[src/rtl/bgpu_pkg.sv]
// bgpu_pkg: compute-unit configuration and shared types for the warp
// dispatcher and its slot table.
//   Cfg*          default compute-unit dimensions; the slot table is sized
//                 directly from these, so the dispatcher parameters must
//                 keep their defaults
//   launch_req_t  one block launch request as presented on the launch port
//   slot_entry_t  one tracked block: valid, tag and the warps it owns
//   slot_idx_t    index into the slot table
//   disp_state_e  dispatcher FSM states
package bgpu_pkg;

  localparam int unsigned CfgPcWidth    = 32;
  localparam int unsigned CfgNumWarps   = 8;
  localparam int unsigned CfgWarpWidth  = 32;
  localparam int unsigned CfgNumBlocks  = 4;
  localparam int unsigned CfgBidWidth   = 8;
  localparam int unsigned CfgWidWidth   = $clog2(CfgNumWarps);
  localparam int unsigned CfgSlotWidth  = $clog2(CfgNumBlocks);

  typedef logic [CfgSlotWidth-1:0] slot_idx_t;

  typedef struct packed {
    logic [CfgPcWidth-1:0]   pc;
    logic [CfgWidWidth:0]    num_warps;
    logic [CfgWarpWidth-1:0] last_mask;
    logic [CfgBidWidth-1:0]  block_id;
  } launch_req_t;

  typedef struct packed {
    logic                   valid;
    logic [CfgBidWidth-1:0] block_id;
    logic [CfgNumWarps-1:0] warp_mask;
  } slot_entry_t;

  typedef enum logic {
    IDLE,
    DISPATCH
  } disp_state_e;

endpackage

[src/rtl/dispatch_slot_table.sv]
// dispatch_slot_table: storage for the concurrently tracked blocks plus
// completion detection and lowest-index selection.
//   alloc_i / alloc_block_id_i   claim the lowest free slot (free_slot_o)
//   set_i / set_slot_i / set_wid_i  add one warp to a slot; a slot being
//                                set is still being dispatched and is never
//                                reported complete
//   release_i / release_slot_i   invalidate a slot after its done handshake
//   warp_stopped_i               per-warp stopped status
//   free_avail_o / free_slot_o   lowest invalid slot
//   complete_avail_o / complete_slot_o / complete_block_id_o
//                                lowest complete slot and its tag
//   release_mask_o               warp mask of release_slot_i
//   any_valid_o                  at least one slot is in use
module dispatch_slot_table
  import bgpu_pkg::*;
(
  input  logic                   clk_i,
  input  logic                   rst_ni,
  input  logic                   alloc_i,
  input  logic [CfgBidWidth-1:0] alloc_block_id_i,
  input  logic                   set_i,
  input  slot_idx_t              set_slot_i,
  input  logic [CfgWidWidth-1:0] set_wid_i,
  input  logic                   release_i,
  input  slot_idx_t              release_slot_i,
  input  logic [CfgNumWarps-1:0] warp_stopped_i,
  output logic                   free_avail_o,
  output slot_idx_t              free_slot_o,
  output logic                   complete_avail_o,
  output slot_idx_t              complete_slot_o,
  output logic [CfgBidWidth-1:0] complete_block_id_o,
  output logic [CfgNumWarps-1:0] release_mask_o,
  output logic                   any_valid_o
);

  logic [CfgNumBlocks-1:0] valid_vec;
  logic [CfgNumBlocks-1:0] complete_vec;
  logic [CfgNumWarps-1:0]  mask_arr [CfgNumBlocks];
  logic [CfgBidWidth-1:0]  bid_arr  [CfgNumBlocks];

  for (genvar gi = 0; gi < CfgNumBlocks; gi++) begin : g_slot
    slot_entry_t entry_reg;

    always_ff @(posedge clk_i or negedge rst_ni) begin
      if (!rst_ni) begin
        entry_reg <= '0;
      end else if (alloc_i && (free_slot_o == slot_idx_t'(gi))) begin
        entry_reg.valid     <= 1'b1;
        entry_reg.block_id  <= alloc_block_id_i;
        entry_reg.warp_mask <= '0;
      end else begin
        if (set_i && (set_slot_i == slot_idx_t'(gi)))
          entry_reg.warp_mask[set_wid_i] <= 1'b1;
        if (release_i && (release_slot_i == slot_idx_t'(gi)))
          entry_reg.valid <= 1'b0;
      end
    end

    assign valid_vec[gi] = entry_reg.valid;
    assign mask_arr[gi]  = entry_reg.warp_mask;
    assign bid_arr[gi]   = entry_reg.block_id;
    // Stopped bits outside the mask (free or foreign warps) are masked away.
    assign complete_vec[gi] = entry_reg.valid
                            && !(set_i && (set_slot_i == slot_idx_t'(gi)))
                            && ((warp_stopped_i & entry_reg.warp_mask) == entry_reg.warp_mask);
  end

  // Descending scan so the lowest index wins.
  always_comb begin
    free_avail_o     = 1'b0;
    free_slot_o      = '0;
    complete_avail_o = 1'b0;
    complete_slot_o  = '0;
    for (int i = CfgNumBlocks - 1; i >= 0; i--) begin
      if (!valid_vec[i]) begin
        free_avail_o = 1'b1;
        free_slot_o  = slot_idx_t'(i);
      end
      if (complete_vec[i]) begin
        complete_avail_o = 1'b1;
        complete_slot_o  = slot_idx_t'(i);
      end
    end
  end

  assign complete_block_id_o = bid_arr[complete_slot_o];
  assign release_mask_o      = mask_arr[release_slot_i];
  assign any_valid_o         = |valid_vec;

endmodule

[src/rtl/warp_dispatcher.sv]
// warp_dispatcher: thread-block launch controller in front of the fetcher's
// reconvergence stack. Accepts block launches, initialises one free warp per
// cycle for the accepted block, reports completed blocks upstream and then
// releases their warps.
//   clk_i, rst_ni          clock, asynchronous active-low reset
//   launch_*               launch request handshake and payload
//   init_*                 warp-init pulse (wid, pc, active mask)
//   warp_stopped_i         per-warp stopped status
//   warp_release_o         one-cycle pulse of warps freed on a done handshake
//   done_*                 completed-block handshake and tag
//   busy_o                 any block tracked or dispatch in progress
//   error_o                sticky, set by an illegal warp count
module warp_dispatcher
  import bgpu_pkg::*;
#(
  parameter int unsigned PcWidth   = CfgPcWidth,
  parameter int unsigned NumWarps  = CfgNumWarps,
  parameter int unsigned WarpWidth = CfgWarpWidth,
  parameter int unsigned NumBlocks = CfgNumBlocks,
  parameter int unsigned BidWidth  = CfgBidWidth,
  parameter int unsigned WidWidth  = $clog2(NumWarps)
) (
  input  logic                 clk_i,
  input  logic                 rst_ni,
  input  logic                 launch_valid_i,
  output logic                 launch_ready_o,
  input  logic [PcWidth-1:0]   launch_pc_i,
  input  logic [WidWidth:0]    launch_num_warps_i,
  input  logic [WarpWidth-1:0] launch_last_mask_i,
  input  logic [BidWidth-1:0]  launch_block_id_i,
  output logic                 init_valid_o,
  output logic [WidWidth-1:0]  init_wid_o,
  output logic [PcWidth-1:0]   init_pc_o,
  output logic [WarpWidth-1:0] init_act_mask_o,
  input  logic [NumWarps-1:0]  warp_stopped_i,
  output logic [NumWarps-1:0]  warp_release_o,
  output logic                 done_valid_o,
  input  logic                 done_ready_i,
  output logic [BidWidth-1:0]  done_block_id_o,
  output logic                 busy_o,
  output logic                 error_o
);

  disp_state_e          state_reg;
  logic [WidWidth:0]    remaining_reg;
  logic [PcWidth-1:0]   pc_reg;
  logic [WarpWidth-1:0] last_mask_reg;
  slot_idx_t            slot_idx_reg;
  logic [NumWarps-1:0]  free_reg, free_next;
  logic                 error_reg;
  logic                 done_valid_reg;
  logic [BidWidth-1:0]  done_block_id_reg;
  slot_idx_t            done_slot_reg;

  launch_req_t          req;
  logic [WidWidth-1:0]  pick_wid;
  logic [WidWidth:0]    free_cnt;
  logic                 num_legal, accept, dispatching, last_issue, done_hs;
  logic [NumWarps-1:0]  issue_onehot;

  logic                 free_avail, complete_avail, any_valid;
  slot_idx_t            free_slot, complete_slot;
  logic [BidWidth-1:0]  complete_block_id;
  logic [NumWarps-1:0]  release_mask;

  assign req = '{pc: launch_pc_i, num_warps: launch_num_warps_i,
                 last_mask: launch_last_mask_i, block_id: launch_block_id_i};

  // Lowest free warp and number of free warps.
  always_comb begin
    pick_wid = '0;
    free_cnt = '0;
    for (int i = NumWarps - 1; i >= 0; i--) begin
      if (free_reg[i]) begin
        pick_wid = WidWidth'(i);
        free_cnt = free_cnt + 1'b1;
      end
    end
  end

  assign num_legal   = (req.num_warps != '0) && (req.num_warps <= (WidWidth+1)'(NumWarps));
  // Uses pre-release state: warps freed by this cycle's handshake count next cycle.
  // Gated by rst_ni so the port reads 0 while reset is held.
  assign launch_ready_o = rst_ni && (state_reg == IDLE) && free_avail
                        && (!num_legal || (free_cnt >= req.num_warps));
  assign accept      = launch_valid_i && launch_ready_o;

  assign dispatching  = (state_reg == DISPATCH);
  assign last_issue   = (remaining_reg == (WidWidth+1)'(1));
  assign issue_onehot = dispatching ? (NumWarps'(1) << pick_wid) : '0;

  assign init_valid_o    = dispatching;
  assign init_wid_o      = dispatching ? pick_wid : '0;
  assign init_pc_o       = dispatching ? pc_reg : '0;
  assign init_act_mask_o = !dispatching ? '0 : (last_issue ? last_mask_reg : '1);

  assign done_hs         = done_valid_reg && done_ready_i;
  assign warp_release_o  = done_hs ? release_mask : '0;
  assign done_valid_o    = done_valid_reg;
  assign done_block_id_o = done_block_id_reg;
  assign error_o         = error_reg;
  assign busy_o          = any_valid || (state_reg != IDLE);

  assign free_next = (free_reg & ~issue_onehot) | warp_release_o;

  dispatch_slot_table u_slot_table (
    .clk_i               (clk_i),
    .rst_ni              (rst_ni),
    .alloc_i             (accept && num_legal),
    .alloc_block_id_i    (req.block_id),
    .set_i               (dispatching),
    .set_slot_i          (slot_idx_reg),
    .set_wid_i           (pick_wid),
    .release_i           (done_hs),
    .release_slot_i      (done_slot_reg),
    .warp_stopped_i      (warp_stopped_i),
    .free_avail_o        (free_avail),
    .free_slot_o         (free_slot),
    .complete_avail_o    (complete_avail),
    .complete_slot_o     (complete_slot),
    .complete_block_id_o (complete_block_id),
    .release_mask_o      (release_mask),
    .any_valid_o         (any_valid)
  );

  always_ff @(posedge clk_i or negedge rst_ni) begin
    if (!rst_ni) begin
      state_reg         <= IDLE;
      remaining_reg     <= '0;
      pc_reg            <= '0;
      last_mask_reg     <= '0;
      slot_idx_reg      <= '0;
      free_reg          <= '1;
      error_reg         <= 1'b0;
      done_valid_reg    <= 1'b0;
      done_block_id_reg <= '0;
      done_slot_reg     <= '0;
    end else begin
      free_reg <= free_next;

      case (state_reg)
        IDLE: begin
          if (accept) begin
            if (!num_legal) begin
              error_reg <= 1'b1;
            end else begin
              state_reg     <= DISPATCH;
              remaining_reg <= req.num_warps;
              pc_reg        <= req.pc;
              // A zero last mask stands for a full final warp.
              last_mask_reg <= (req.last_mask == '0) ? '1 : req.last_mask;
              slot_idx_reg  <= free_slot;
            end
          end
        end
        DISPATCH: begin
          remaining_reg <= remaining_reg - 1'b1;
          if (last_issue)
            state_reg <= IDLE;
        end
        default: state_reg <= IDLE;
      endcase

      // Loading only into an empty register means a complete slot, which stays
      // valid until its handshake, is reported exactly once.
      if (done_hs) begin
        done_valid_reg <= 1'b0;
      end else if (!done_valid_reg && complete_avail) begin
        done_valid_reg    <= 1'b1;
        done_block_id_reg <= complete_block_id;
        done_slot_reg     <= complete_slot;
      end
    end
  end

endmodule

[config.mk]
export PLATFORM = sky130hd
export DESIGN_NAME = warp_dispatcher
export DESIGN_NICKNAME = d
export VERILOG_FILES = /design/src/rtl/bgpu_pkg.sv /design/src/rtl/dispatch_slot_table.sv /design/src/rtl/warp_dispatcher.sv
export SDC_FILE = /design/constraint.sdc
export NUM_CORES = 1
export LEC_CHECK = 0
export ABC_AREA = 1
export CAP_MARGIN = 40
export CORE_ASPECT_RATIO = 0.7
export CORE_MARGIN = 1.5
export CORE_UTILIZATION = 55
export DETAILED_ROUTE_END_ITERATION = 7
export DONT_BUFFER_PORTS = 1
export GPL_TIMING_DRIVEN = 0
export PLACE_DENSITY = 0.7
export SETUP_SLACK_MARGIN = 0.15
export SLEW_MARGIN = 0
export SYNTH_ARGS = -nofsm -noshare
export SYNTH_HDL_FRONTEND = slang
export SYNTH_SLANG_ARGS = --single-unit
[constraint.sdc]
create_clock -name clk_i -period 6.1 [get_ports clk_i]
set_input_delay 1.22 -clock clk_i [delete_from_list [all_inputs] [get_ports clk_i]]
set_output_delay 1.22 -clock clk_i [all_outputs]
set_load 0.05 [all_outputs]
Word level (Yosys, flattened, before mapping)
Cells that the tools add are included.
{"block": "totals", "regBits": 159, "elab_cells": 197, "input_bits": 88}
{"block": "classes", "n_eq_ne": 16, "muxes": 72, "order_cmp": 6, "shifts": 1, "addsub": 8, "n_reduce_logical": 56, "n_bitwise": 16}
{"operator": "32-bit 2-to-1 mux", "count": 4}
{"operator": "8-bit 2-to-1 mux", "count": 14}
{"operator": "8-bit AND", "count": 5}
{"operator": "8-bit bitwise OR", "count": 5}
{"operator": "4-bit 2-to-1 mux", "count": 9}
{"operator": "8-bit binary-select mux with 2-bit select", "count": 2}
{"operator": "8-bit equality test", "count": 4}
{"operator": "32-bit logical NOT", "count": 1}
{"operator": "1-bit logical AND", "count": 29}
{"operator": "4-bit by 1-bit adder with 4-bit output (second input constant)", "count": 7}
{"operator": "3-bit 2-to-1 mux", "count": 9}
{"operator": "1-bit 2-to-1 mux", "count": 23}
{"operator": "2-bit nonzero test", "count": 9}
{"operator": "2-bit 2-to-1 mux", "count": 8}
{"operator": "2-bit equality test (second input constant)", "count": 6}
{"operator": "8-bit NOT", "count": 1}
{"operator": "4-bit case mux with 2 select lines", "count": 1}
{"operator": "1-bit by 3-bit << shifter with 8-bit output (first input constant)", "count": 1}
{"operator": "2-bit by 1-bit equality test with 1-bit output (second input constant)", "count": 3}
{"operator": "3-bit >= comparator (second input constant)", "count": 2}
{"operator": "1-bit logical NOT", "count": 6}
{"operator": "2-bit logical NOT", "count": 3}
{"operator": "2-bit NOT with 3-bit output", "count": 2}
{"operator": "3-bit AND reduction", "count": 2}
{"operator": "14 further kinds", "count": 19}

Longest topological paths before layout
Gate-level depths: netlist (run 1).
{"block": "depth", "ltp_word": 22, "ltp_mapped": 34}

Modules after synthesis
From an unflattened synthesis (run 1), not the netlist that was laid out.
{"block": "unflattened", "cells_unflattened": 1189, "hier_area_um2": 8874.8}
{"mod": "warp_dispatcher", "area_per_inst_um2": 5320.1, "instances": 1, "cells_each": 726}
{"mod": "dispatch_slot_table", "area_per_inst_um2": 3554.7, "instances": 1, "cells_each": 463}

Least setup slack after synthesis (run 1)
No wires, ideal clock.
{"block": "synth_path", "kind": "flip-flop to output port", "startpoint": "reg free_reg[6]", "endpoint": "out launch_ready_o", "path_stages_with_launch": 27, "n_path_buf": 0, "arrival_ps": 4048, "setup_slack_ps": 832, "cell_sequence": "dfstp_2 inv_1 ha_1 nand2_2 inv_1 nor2_1 ha_1 or2_2 nand2_1 nand2_1 nand3_1 nand2_1 ha_1 or2_2 nand2_1 nand2_1 nand3_1 nand2_1 ha_1 nand2_1 o21ai_0 ha_1 inv_1 o21bai_1 nand3_1 nand3_1 o21a_2"}
{"block": "synth_between", "elab_chain_len": 16}
{"item": "start, declared", "line_no": "warp_dispatcher.sv:49", "text": "logic [NumWarps-1:0] free_reg, free_next;"}
{"item": "start signal, assigned", "line_no": "warp_dispatcher.sv:139", "text": "free_reg <= free_next;"}
{"item": "4-bit 2-to-1 mux (*)", "line_no": "warp_dispatcher.sv:74", "text": "if (free_reg[i]) begin"}
{"item": "4-bit by 1-bit adder with 4-bit output", "line_no": "warp_dispatcher.sv:76", "text": "free_cnt = free_cnt + 1'b1;"}
{"item": "4-bit 2-to-1 mux (*)", "line_no": "warp_dispatcher.sv:74"}
{"item": "4-bit by 1-bit adder with 4-bit output", "line_no": "warp_dispatcher.sv:76"}
{"item": "4-bit 2-to-1 mux (*)", "line_no": "warp_dispatcher.sv:74"}
{"item": "4-bit by 1-bit adder with 4-bit output", "line_no": "warp_dispatcher.sv:76"}
{"item": "4-bit 2-to-1 mux (*)", "line_no": "warp_dispatcher.sv:74"}
{"item": "4-bit by 1-bit adder with 4-bit output", "line_no": "warp_dispatcher.sv:76"}
{"item": "4-bit 2-to-1 mux (*)", "line_no": "warp_dispatcher.sv:74"}
{"item": "4-bit by 1-bit adder with 4-bit output", "line_no": "warp_dispatcher.sv:76"}
{"item": "4-bit 2-to-1 mux (*)", "line_no": "warp_dispatcher.sv:74"}
{"item": "4-bit by 1-bit adder with 4-bit output", "line_no": "warp_dispatcher.sv:76"}
{"item": "4-bit 2-to-1 mux (*)", "line_no": "warp_dispatcher.sv:74"}
{"item": "4-bit >= comparator (*)", "line_no": "warp_dispatcher.sv:85", "text": "&& (!num_legal || (free_cnt >= req.num_warps));"}
{"item": "1-bit logical OR (*)", "line_no": "warp_dispatcher.sv:85"}
{"item": "1-bit logical AND (*)", "line_no": "warp_dispatcher.sv:85"}
{"item": "end, declared", "line_no": "warp_dispatcher.sv:26", "text": "output logic launch_ready_o,"}
Every way passes the cells marked *; elsewhere a longest branch is shown, timed or not.

Worst setup path in the final report (run 1)
{"block": "layout_path", "startpoint": "reg free_reg[7]", "endpoint": "out launch_ready_o"}
{"block": "layout_between", "elab_chain_len": 18}
{"item": "1-bit 2-to-1 mux (*)", "line_no": "warp_dispatcher.sv:74"}
{"item": "4-bit by 1-bit adder with 4-bit output", "line_no": "warp_dispatcher.sv:76"}
{"item": "4-bit 2-to-1 mux (*)", "line_no": "warp_dispatcher.sv:74"}
{"item": "4-bit by 1-bit adder with 4-bit output", "line_no": "warp_dispatcher.sv:76"}
{"item": "4-bit 2-to-1 mux (*)", "line_no": "warp_dispatcher.sv:74"}
{"item": "4-bit by 1-bit adder with 4-bit output", "line_no": "warp_dispatcher.sv:76"}
{"item": "4-bit 2-to-1 mux (*)", "line_no": "warp_dispatcher.sv:74"}
{"item": "4-bit by 1-bit adder with 4-bit output", "line_no": "warp_dispatcher.sv:76"}
{"item": "[2 not listed]"}
{"item": "4-bit 2-to-1 mux (*)", "line_no": "warp_dispatcher.sv:74"}
{"item": "4-bit by 1-bit adder with 4-bit output", "line_no": "warp_dispatcher.sv:76"}
{"item": "4-bit 2-to-1 mux (*)", "line_no": "warp_dispatcher.sv:74"}
{"item": "4-bit by 1-bit adder with 4-bit output", "line_no": "warp_dispatcher.sv:76"}
{"item": "4-bit 2-to-1 mux (*)", "line_no": "warp_dispatcher.sv:74"}
{"item": "4-bit >= comparator (*)", "line_no": "warp_dispatcher.sv:85"}
{"item": "1-bit logical OR (*)", "line_no": "warp_dispatcher.sv:85"}
{"item": "1-bit logical AND (*)", "line_no": "warp_dispatcher.sv:85"}
Marks and branches as above.

==> summary.md, run 1 <==
| Metric | Value |
|---|---|
| CTS Hold Bufs | `0` |
| I/O pin total | `176` |
| Wire per inst | `16.7 µm` |
| Synthesized Nets | `1,295` |
| Final worst-path cycle share | `93.3%` |
| H-tree depth | `4` |
| Worst skew pair latency | `0.43 ns` |
| First-pass GRT wire length | `38,100 µm` |
| Post-route ant nets | `0` |
| Die area | `16,700 µm²` |
| Post-Syn Area | `8750 µm²` |
| Minimum clock period | `5.69 ns` |
| Number of synthesized flops with an enable pin | `0` |
| CP delay by family, top | `simple AND/OR/NAND/NOR gates` |
| Synth-to-layout area growth | `11.5%` |
| Routed WL | `23,900 µm` |
| Vias | `7,762` |
| Die width | `154 µm` |
| Leak Pwr | `0.00529 µW` |
| Async S/R FF share, synth | `100%` |
| Endpoints failing setup | `0` |
| Initial antenna violation count | `0` |
| Post-synthesis mux area share | `0%` |
| Ant. Diodes | `0` |
| Status | `complete, no violations` |
| Post-synthesis compound-gate area fraction | `9.77%` |
| Seq cells post-synth | `159` |
| Rel. slew slack | `39.4%` |
| Grt total ovfl | `0` |
| Worst-path clk slew | `0.07 ns` |
| Finished Cell Area | `9750 µm²` |
| Crit path max fanout | `4` |
| CTS tree | `yes` |
| Slew Limit Fails | `0` |
| Area share of fa/ha/maj cells after synthesis | `2.15%` |
| Hold Crit Class | `reg2reg` |
| Crit path required time | `4.88 ns` |
| Most frequent cell after synthesis | `nand2_1` |
| Ranking of synthesized cells by area | `dfrtp_1 43%, nand2_1 20%, inv_1 5.6%` |
| F_max | `0.176 GHz` |
| Syn Area/Cell | `7.34 µm²` |
| Kind of critical path | `reg2out` |
| Number of CTS-inserted buffers | `17` |
| PnR worst setup slack | `0.411 ns` |
| Clock sinks | `159` |
| Core area | `15,500 µm²` |
| Post-Place Worst Slack | `0.426 ns` |
| TritonRoute pass-1 iters | `6` |
| TNS Setup | `0 ns` |
| RSZ-0062 raised after global routing | `no` |
| Clk root buf | `clkbuf_16` |
| Cell repeated most along the worst path | `nand2_2` |
| Routability cong. | `0.887` |
| Slew @ Worst Pin | `0.905 ns` |
| Simple-Gate Fraction of Synth Area | `33.0%` |
| Dominant synthesized flop cell | `dfrtp_1` |
| Die H | `109 µm` |
| Yosys top cell by area | `dfrtp_1` |
| Crit. End Element | `output port` |
| Worst path slowest cell | `dfstp_2` |
| Register area share after synthesis | `45.6%` |
| Maxcap violations | `0` |
| Layout cells sized above 1 | `11.7%` |
| Initial drt markers | `593` |
| Hold Vio Cnt, Final | `0` |
| Peak VDD IR | `0.000308 V` |
| Number of global-route vias before repair | `7,493` |
| Top cell type's share of synthesized area | `43.2%` |
| Critical Path Max Stage Delay | `0.58 ns` |
| CP Buf/Inv Count | `3` |
| Nets | `1,325` |
| Vias per cell | `5.41` |
| Max reg flops | `36` |
| Num rows | `38` |
| Xor/xnor share of the synthesized area | `0.300%` |
| Number of distinct library cells after synthesis | `47` |
| Synth warnings | `0` |
| DRC Markers | `0` |
| Final Skew | `0.00990 ns` |
| WP data arrival | `4.47 ns` |
| Clk buf depth | `2` |
| CP startpoint kind | `register` |
| Initial core utilization | `56.4%` |
| Largest net degree at the start of global routing | `161` |
| All-Layer GR Usage | `29.5%` |
| Largest family of logic cells by synthesized area | `simple AND/OR/NAND/NOR gates` |
| Power per cell area | `647 nW/µm²` |
| Mapped Cells | `1,192` |
| Synth top cells by count | `469 x nand2_1, 151 x dfrtp_1, 131 x inv_1` |
| Dpl hpwl | `17,100 µm` |
| Buffers on Ports | `0` |
| Post-DP Area | `9020 µm²` |
==> worst register-to-register path: cells and delay by family, from the launching register on <==
family,cells,cell delay [ns]
AO/OA/AOI/OAI,3,0.45
adder cells (fa/ha/maj),5,1.32
buffers and inverters,5,0.66
flip-flops,1,0.58
AND/OR/NAND/NOR,19,2.16
==> per-layer routing <==
| metal | vias up | GRT usage [%] | routed length (µm) |
|---|---|---|---|
| li1 | 3793 | - | - |
| met1 | 3656 | 42.1 | 11200 |
| met2 | 281 | 44.6 | 10400 |
| met3 | 32 | 8.22 | 1980 |
| met4 | 0 | 7.07 | 317 |
| met5 | - | 0 | 0 |
==> what timing repair did <==
action | in CTS | in global routing
pin swaps | 0 | 4
endpoints found under the setup margin | 1 | 8
gates resized for setup | 3 | 16
buffers inserted | 0 | 4
==> path summary, 6_finish.rpt <==
check / endpoint / slack (ns) / cells after the start / from
worst max-delay path: launch_ready_o / 0.41 / 26 / free_reg[7]
worst min-delay path: u_slot_table.bid_arr[6] / 0.47 / 2 / u_slot_table.bid_arr[6]
worst max register to register: u_slot_table.bid_arr[23] / 0.85 / 32 / free_reg[7]
worst min register to register: u_slot_table.bid_arr[6] / 0.47 / 2 / u_slot_table.bid_arr[6]
max in group asynchronous: free_reg[1] / 5.29 / 0 / rst_ni
min in group asynchronous: u_slot_table.g_slot[3].entry_reg[6] / 0.48 / 0 / rst_ni
==> metrics by stage <==
step / std cells / total power (µW) / hold WS [ns] / utilization (%)
5_1_grt: 1435 / 6790 / 0.462 / 62.9
4_1_cts: 1427 / 6170 / 0.472 / 62.2
6_report: 1435 / 6310 / 0.473 / 62.9
3_5_place_dp: 1395 / 5030 / 0.456 / 58.2
3_3_place_gp: 1392 / 4940 / 0.454 / 58.0
2_1_floorplan: 1192 / 4450 / 0.440 / -
==> layout make-up <==
cell class              instances  area (µm²)
plain buffers                  48         263
clock buffers                  18         429
clock inverters                14         173
fillers                      1413        5750
inverters                     144         543
multi-input cells             841        4020
flip-flops and latches        159        3990
well taps                     200         250
repair buffers                 11        82.6
==> report_power, final <==
| part | switching [µW] | leakage, µW | internal [µW] |
|---|---|---|---|
| combinational | 2450 | 0.00306 | 886 |
| sequential | 372 | 0.00193 | 1500 |
| clock | 486 | 0.000299 | 620 |
==> cell families after synthesis <==
logic type / Yosys count
DFF: 159
xor gates and xnor gates: 3
adders and majority gates: 15
and+or+nand+nor: 671
buffers and inverters: 192
AOI/OAI and AO/OA: 152
==> cells in the final DEF, fill, tap and decap left out, types with 19 or more instances in the layout <==
| cell | n |
|---|---|
| inv_1 | 128 |
| o21ai_0 | 76 |
| a21oi_1 | 29 |
| nand2_1 | 465 |
| o22ai_1 | 22 |
| nor2_1 | 84 |
| dfrtp_1 | 151 |
| nand3_1 | 48 |
| clkbuf_1 | 19 |
(Power assumes the default switching activity.)
==> inputs of run 2 (changes only) <==
--- a/config.mk
+++ b/config.mk
@@ -8,7 +8,7 @@
 export ABC_AREA = 1
 export CAP_MARGIN = 40
 export CORE_ASPECT_RATIO = 0.7
-export CORE_MARGIN = 1.5
+export CORE_MARGIN = 4
 export CORE_UTILIZATION = 55
 export DETAILED_ROUTE_END_ITERATION = 7
 export DONT_BUFFER_PORTS = 1
@@ -18,4 +18,5 @@
 export SLEW_MARGIN = 0
 export SYNTH_ARGS = -nofsm -noshare
 export SYNTH_HDL_FRONTEND = slang
+export SYNTH_HIERARCHICAL = 1
 export SYNTH_SLANG_ARGS = --single-unit
==> run 2 against run 1 <==
Clock power shrank 11%; critical path depth rose by 2; sequential cell count is the same; non-clock buffer count fell by 2.
==> summary.md, run 2 <==
| Metric | Value |
|---|---|
| Status | `complete, no violations` |
| Dominant synthesized flop cell | `dfrtp_1` |
| DRC Markers | `0 (unchanged)` |
| Endpoints failing setup | `0 (unchanged)` |
| CTS tree | `yes` |
| Commonest non-fill, non-tap cells in the layout | `387 x nand2_1, 151 x dfrtp_1, 143 x inv_1` |
| Core area | `15,600 µm² (+0.92%)` |
| CP delay by family, top | `simple AND/OR/NAND/NOR gates` |
| WP data arrival | `4.43 ns (-0.04 ns)` |
| Setup crit start | `free_reg[7]` |
| Syn Area/Cell | `7.46 µm² (+1.7%)` |
| Post-Syn Area | `8870 µm² (+1.5%)` |
| Layout cells sized above 1 | `13.0% (+1.4 points)` |
| Slew Limit Fails | `0 (unchanged)` |
| TritonRoute pass-1 iters | `5 (-1)` |
| Crit. End Element | `output port` |
| I/O pin total | `176 (unchanged)` |
| RSZ-0062 raised after global routing | `no` |
| Post-synthesis compound-gate area fraction | `9.52% (-0.25 points)` |
| Number of global-route vias before repair | `7,510 (+0.23%)` |
| Worst skew pair latency | `0.42 ns (about the same)` |
| Ranking of synthesized cells by area | `dfrtp_1 43%, nand2_1 16%, inv_1 6.1%` |
| Maxcap violations | `0 (unchanged)` |
| Dpl hpwl | `17,500 µm (+2.0%)` |
| Routed WL | `24,200 µm (+1.1%)` |
| Nets | `1,319 (-0.45%)` |
| Peak VDD IR | `0.000280 V (-9.0%)` |
| Buffers on Ports | `0 (unchanged)` |
| Seq cells post-synth | `159 (unchanged)` |
| First-pass GRT wire length | `38,800 µm (+1.8%)` |
| Wire per inst | `16.9 µm (+1.7%)` |
| Simple-Gate Fraction of Synth Area | `32.4% (-0.60 points)` |
| Synth-to-layout area growth | `10.7%` |
| Vias | `7,791 (+0.37%)` |
| Clk buf depth | `2 (unchanged)` |
| Crit Reg-Reg Startpoint | `free_reg[7]` |
| Initial core utilization | `56.7% (+0.30 points)` |
| Hold Crit Class | `reg2reg` |
| Max reg flops | `36 (unchanged)` |
| Crit path max fanout | `5 (+1)` |
| Reg2reg end | `u_slot_table/bid_arr[23]` |
| Area share of fa/ha/maj cells after synthesis | `2.11% (-0.031 points)` |
| Final worst-path cycle share | `92.6% (-0.65 points)` |
| Most frequent cell after synthesis | `nand2_1` |
| Post-layout total power | `6320 µW (+0.12%)` |
| Initial antenna violation count | `0 (unchanged)` |
| R2r setup slk | `0.72 ns (-0.13 ns)` |
| Commonest non-fill, non-tap cell in the layout | `nand2_1` |
| Xor/xnor share of the synthesized area | `0.381% (+0.080 points)` |
| Crit path capture | `launch_ready_o` |
| Worst path slowest cell | `dfstp_2` |
| Critical Path Max Stage Delay | `0.59 ns (about the same)` |
| Post-route ant nets | `0 (unchanged)` |
| Mapped Cells | `1,189 (-0.25%)` |
| F_max | `0.177 GHz (+0.71%)` |
| Hold Slack | `0.477 ns (+0.00394 ns)` |
| H-tree depth | `4 (unchanged)` |
| All-Layer GR Usage | `26.5% (-2.9 points)` |
| Largest net degree at the start of global routing | `161 (unchanged)` |
| Number of synthesized flops with an enable pin | `0 (unchanged)` |
| Initial drt markers | `690 (+16%)` |
| Power per cell area | `644 nW/µm² (-0.61%)` |
| Die H | `114 µm (+5.3%)` |
| Yosys top cell by area | `dfrtp_1` |
| Ant. Diodes | `0 (unchanged)` |
| Minimum clock period | `5.65 ns (-0.0399 ns)` |
| Kind of critical path | `reg2out` |
| Crit path required time | `4.88 ns (about the same)` |
| Post-DP Area | `9160 µm² (+1.6%)` |
| Clk root buf | `clkbuf_16` |
| Die area | `18,300 µm² (+9.5%)` |
| Number of distinct library cells after synthesis | `42 (-11%)` |
| Synth warnings | `6 (+6)` |
| Largest family of logic cells by synthesized area | `simple AND/OR/NAND/NOR gates` |
| CTS Hold Bufs | `0 (unchanged)` |
| Clock sinks | `159 (unchanged)` |
| Final Skew | `0.0110 ns (+0.00106 ns)` |
| Cell repeated most along the worst path | `nand2_1` |
| Finished Cell Area | `9820 µm² (+0.73%)` |
| Number of CTS-inserted buffers | `17 (unchanged)` |
| Die width | `160 µm (+4.0%)` |
| CP Buf/Inv Count | `4 (+1)` |
| Synth top cells by count | `389 x nand2_1, 151 x dfrtp_1, 145 x inv_1` |
| Top cell type's share of synthesized area | `42.6% (-0.62 points)` |
| Grt total ovfl | `0 (unchanged)` |
| Leak Pwr | `0.00512 µW (-3.1%)` |
| Synthesized Nets | `1,292 (-0.23%)` |
| Cell depth of the worst setup path | `28 (+7.7%)` |
| Worst Reg2Reg Path Length in Cells | `34 (+6.3%)` |
| Register area share after synthesis | `44.9% (-0.66 points)` |
| Hold Vio Cnt, Final | `0 (unchanged)` |
| Slew @ Worst Pin | `0.889 ns (-0.0165 ns)` |
| Async S/R FF share, synth | `100% (unchanged)` |
| Vias per cell | `5.46 (+0.94%)` |
| CP startpoint kind | `register` |
| Rel. slew slack | `40.5% (+1.1 points)` |
| Routability cong. | `0.931 (+5.0%)` |
| Post-synthesis mux area share | `1.27% (+1.3 points)` |
| Worst-path clk slew | `0.06 ns (about the same)` |
| Num rows | `38 (unchanged)` |
[run 2: changes by cell type in the layout (fill, tap and decap cells not counted), sizes merged, moves of 4 or more]
| cell | delta |
|---|---|
| a21oi | +8 |
| a221oi | -8 |
| a22oi | +8 |
| buf | -7 |
| clkbuf | +7 |
| mux2 | +10 |
| nand2 | -76 |
| nand3 | +40 |
| nand3b | -8 |
| nor2 | +23 |
| o211ai | +4 |
| o21ai | +5 |
| o22ai | -17 |
[run 2: report_power, final]
| part | total [µW] | leakage [µW] | internal (µW) | switching [µW] |
|---|---|---|---|---|
| Combinational | 3330 | 0.00302 | 893 | 2440 |
| Sequential | 2000 | 0.00184 | 1570 | 428 |
| Clock | 991 | 0.000262 | 567 | 425 |
[run 2: routing by layer]
metal	GRT usage, %	wire [µm]
met5	0	0
met1	37.5	10800
met4	8.71	532
met2	40.6	10700
met3	6.51	2110
[run 2: how the worst min path moves through the flow]
stage / to / start / cells past startpoint / slack [ns]
global route: u_slot_table/g_slot[0].entry_reg[0] / rst_ni / 0 / 0.47
detailed placement: pc_reg[1] / pc_reg[1] / 2 / 0.46
CTS: u_slot_table/g_slot[0].entry_reg[0] / rst_ni / 0 / 0.47
finish: pc_reg[23] / pc_reg[23] / 2 / 0.48
global placement: pc_reg[6] / pc_reg[6] / 2 / 0.46
floorplan: pc_reg[0] / pc_reg[0] / 2 / 0.45
[run 2: kinds of logic (layout without fill, tap and decap cells)]
| logic type | Yosys count | count (layout) |
|---|---|---|
| adders and majority gates | 15 | 15 |
| and+or+nand+nor | 648 | 648 |
| DFF | 159 | 159 |
| buffers and inverters | 200 | 238 |
| muxes | 10 | 10 |
| AOI/OAI and AO/OA | 154 | 154 |
| xor gates and xnor gates | 3 | 3 |
[run 2: worst register-to-register path, delay by kind of cell (launching register included)]
family / cells / cell delay (ns)
AOI/OAI and AO/OA: 3 / 0.28
adders and majority gates: 5 / 1.22
buffers and inverters: 7 / 0.96
DFF: 1 / 0.59
and+or+nand+nor: 19 / 2.20
[run 2: through the flow]
step	std cells	utilization [%]	TNS [ns]	worst slack [ns]
after global routing	1427	62.8	0	0.168
after global placement	1389	58.3	-0.0260	-0.0260
after detailed placement	1394	58.6	-0.185	-0.0455
after floorplan	1189	-	0	0.414
final	1427	62.8	0	0.451
after CTS	1424	62.2	0	0.161
[run 2: layout make-up]
type,instances,area [µm²]
Multi-Input combinational cell,830,4150
Clock buffer,20,447
Inverter,151,569
Sequential cell,159,3990
Tap cell,200,250
Timing Repair Buffer,8,63.8
Clock inverter,10,91.3
Fill cell,1443,5820
Buffer,49,267
[run 2: what timing repair did]
action                                  4_1_cts  5_1_grt
buffers inserted                              0        3
pin swaps                                     0        7
gates resized for setup                       6       16
endpoints found under the setup margin       18       67
hold endpoints to repair                      0        0
==> inputs of run 3 (changes only) <==
--- a/config.mk
+++ b/config.mk
@@ -7,15 +7,16 @@
 export LEC_CHECK = 0
 export ABC_AREA = 1
 export CAP_MARGIN = 40
+export CELL_PAD_IN_SITES_DETAIL_PLACEMENT = 0
+export CELL_PAD_IN_SITES_GLOBAL_PLACEMENT = 1
 export CORE_ASPECT_RATIO = 0.7
 export CORE_MARGIN = 4
-export CORE_UTILIZATION = 55
+export CORE_UTILIZATION = 46
 export DETAILED_ROUTE_END_ITERATION = 7
 export DONT_BUFFER_PORTS = 1
-export GPL_TIMING_DRIVEN = 0
-export PLACE_DENSITY = 0.7
+export PLACE_DENSITY_LB_ADDON = 0.1
 export SETUP_SLACK_MARGIN = 0.15
-export SLEW_MARGIN = 0
+export SLEW_MARGIN = 20
 export SYNTH_ARGS = -nofsm -noshare
 export SYNTH_HDL_FRONTEND = slang
 export SYNTH_HIERARCHICAL = 1
==> run 3 against run 2 <==
Sequential share of layout area down 0.20 points; count of clock-buffer cells in the layout down 3; die area rose by 18%; non-clock buffer count fell by 32; clock power grew 12%; critical path depth did not move; design area increased by 0.52%.
==> summary.md, run 3 (same netlist as run 2, synthesis figures left out) <==
| Metric | Value |
|---|---|
| Routed WL | `23,900 µm (-1.0%)` |
| Dpl hpwl | `16,700 µm (-4.3%)` |
| Final Skew | `0.0134 ns (+0.00241 ns)` |
| Initial antenna violation count | `0 (unchanged)` |
| Nets | `1,287 (-2.4%)` |
| Number of global-route vias before repair | `7,039 (-6.3%)` |
| TritonRoute pass-1 iters | `5 (unchanged)` |
| Grt total ovfl | `0 (unchanged)` |
| Die width | `174 µm (+8.9%)` |
| Die area | `21,600 µm² (+18%)` |
| Vias | `7,526 (-3.4%)` |
| CTS tree | `yes` |
| Final worst-path cycle share | `93.9% (+1.3 points)` |
| Buffers on Ports | `0 (unchanged)` |
| CP Buf/Inv Count | `4 (unchanged)` |
| Wire per inst | `16.6 µm (-1.8%)` |
| Endpoints failing setup | `0 (unchanged)` |
| CP startpoint kind | `register` |
| NetSw | `3330 µW (+1.1%)` |
| Slew Limit Fails | `0 (unchanged)` |
| Minimum clock period | `5.73 ns (+0.0787 ns)` |
| Slew @ Worst Pin | `0.886 ns (-0.00311 ns)` |
| Crit. End Element | `output port` |
| Net Sw Frac | `51.9% (-0.20 points)` |
| First-pass GRT wire length | `39,100 µm (+0.80%)` |
| Number of CTS-inserted buffers | `17 (unchanged)` |
| Kind of critical path | `reg2out` |
| Critical Path Max Stage Delay | `0.55 ns (-0.04 ns)` |
| TNS Setup | `0 ns (unchanged)` |
| CP delay by family, top | `simple AND/OR/NAND/NOR gates` |
| Crit path max fanout | `4 (-1)` |
| Status | `complete, no violations` |
| Commonest non-fill, non-tap cell in the layout | `nand2_1` |
| Crit path required time | `4.88 ns (about the same)` |
| Hold Vio Cnt, Final | `0 (unchanged)` |
| Rel. slew slack | `40.7% (+0.21 points)` |
| All-Layer GR Usage | `22.2% (-4.3 points)` |
| Post-route ant nets | `0 (unchanged)` |
| Vias per cell | `5.23 (-4.2%)` |
| Worst-path clk slew | `0.07 ns (about the same)` |
| Ant. Diodes | `0 (unchanged)` |
| Commonest non-fill, non-tap cells in the layout | `385 x nand2_1, 150 x dfrtp_1, 143 x inv_1` |
| DRC Markers | `0 (unchanged)` |
| Hold Slack | `0.480 ns (+0.00356 ns)` |
| WP data arrival | `4.51 ns (+0.08 ns)` |
| Clk buf depth | `2 (unchanged)` |
| Register share of total power | `31.4% (-0.2 points)` |
| Routability cong. | `0.866 (-7.0%)` |
| Core area | `18,900 µm² (+21%)` |
| Initial core utilization | `46.9% (-9.8 points)` |
| Post-DP Area | `9130 µm² (-0.40%)` |
| Largest net degree at the start of global routing | `161 (unchanged)` |
| CTS Hold Bufs | `0 (unchanged)` |
| Cell repeated most along the worst path | `nand2_2` |
| Worst skew pair latency | `0.43 ns (about the same)` |
| Synth-to-layout area growth | `11.3%` |
| Finished Cell Area | `9870 µm² (+0.52%)` |
| Clk root buf | `clkbuf_16` |
| I/O pin total | `176 (unchanged)` |
| Initial drt markers | `648 (-6.1%)` |
| Clock Power Share | `17.4% (+1.7 points)` |
| Power per cell area | `650 nW/µm² (+1.0%)` |
| F_max | `0.175 GHz (-1.4%)` |
| Peak VDD IR | `0.000232 V (-17%)` |
| RSZ-0062 raised after global routing | `no` |
| Max reg flops | `36 (unchanged)` |
| Die H | `124 µm (+8.7%)` |
| Maxcap violations | `0 (unchanged)` |
| Layout cells sized above 1 | `12.9% (-0.091 points)` |
| Logic gate share of total power | `51.3% (-1.4 points)` |
| H-tree depth | `4 (unchanged)` |
| Clock sinks | `159 (unchanged)` |
| Int Power | `3090 µW (+2.0%)` |
| Worst path slowest cell | `dfstp_2` |
| Hold Crit Class | `reg2reg` |
| Num rows | `42 (+11%)` |
| Leak Pwr | `0.00513 µW (about the same)` |
-- run 3: changes by cell type in the layout (fill, tap and decap cells not counted), sizes merged --
cell / before / now
buf: 34 / 25
bufinv: 1 / 2
clkbuf: 43 / 17
clkinv: 6 / 5
clkinvlp: 2 / 1
inv: 152 / 158
-- run 3: worst paths after layout --
check	slack, ns	from	depth (start not counted)	end
worst max-delay path	0.37	free_reg[7]	28	launch_ready_o
worst min-delay path	0.48	pc_reg[15]	2	pc_reg[15]
worst max register to register	0.91	free_reg[7]	33	u_slot_table/bid_arr[27]
worst min register to register	0.48	pc_reg[15]	2	pc_reg[15]
max in group asynchronous	5.22	rst_ni	0	free_reg[0]
min in group asynchronous	0.49	rst_ni	0	last_mask_reg[13]
-- run 3: timing repair --
| action | 4_1_cts | 5_1_grt |
|---|---|---|
| setup endpoints to repair | 1 | 1 |
| pin swaps | 0 | 6 |
| gates resized for setup | 4 | 13 |
| buffers inserted | 0 | 6 |
-- run 3: layer usage --
metal / part of all wire (%) / track usage, %
met1: 50 / 34.1
met2: 42 / 31.5
met3: 6.7 / 5.11
met4: 1.8 / 6.14
met5: 0 / 0
-- run 3: layout make-up --
| cell class | count | area [µm²] |
|---|---|---|
| clock buffer | 17 | 425 |
| fill | 1893 | 9040 |
| inverter | 151 | 569 |
| sequential | 159 | 3990 |
| multi-input combinational | 830 | 4130 |
| clock inverter | 15 | 196 |
| tap | 242 | 303 |
| timing repair buffer | 25 | 256 |
-- run 3: power groups by stage --
stage	Clock, µW	Sequential [µW]	Combinational, µW
after floorplan	0	1920	2670
after global placement	0	2020	3100
after detailed placement	0	2030	3150
after CTS	1140	2010	3170
after global routing	1190	2080	3630
final	1110	2010	3290
-- run 3: worst min-delay path, cell delays in order (launching register included) --
cell and delay, ns:
dfrtp_1 0.34, nand2_1 0.05, nand2_1 0.05
-- run 3: through the flow --
stage	worst slack [ns]	instances	util, %	total power, µW
finish	0.372	1439	52.2	6420
global route	0.127	1439	52.2	6900
CTS	0.203	1432	51.6	6330
detailed placement	0.555	1400	48.2	5170
global placement	0.599	1391	47.7	5110
floorplan	0.414	1189	-	4590
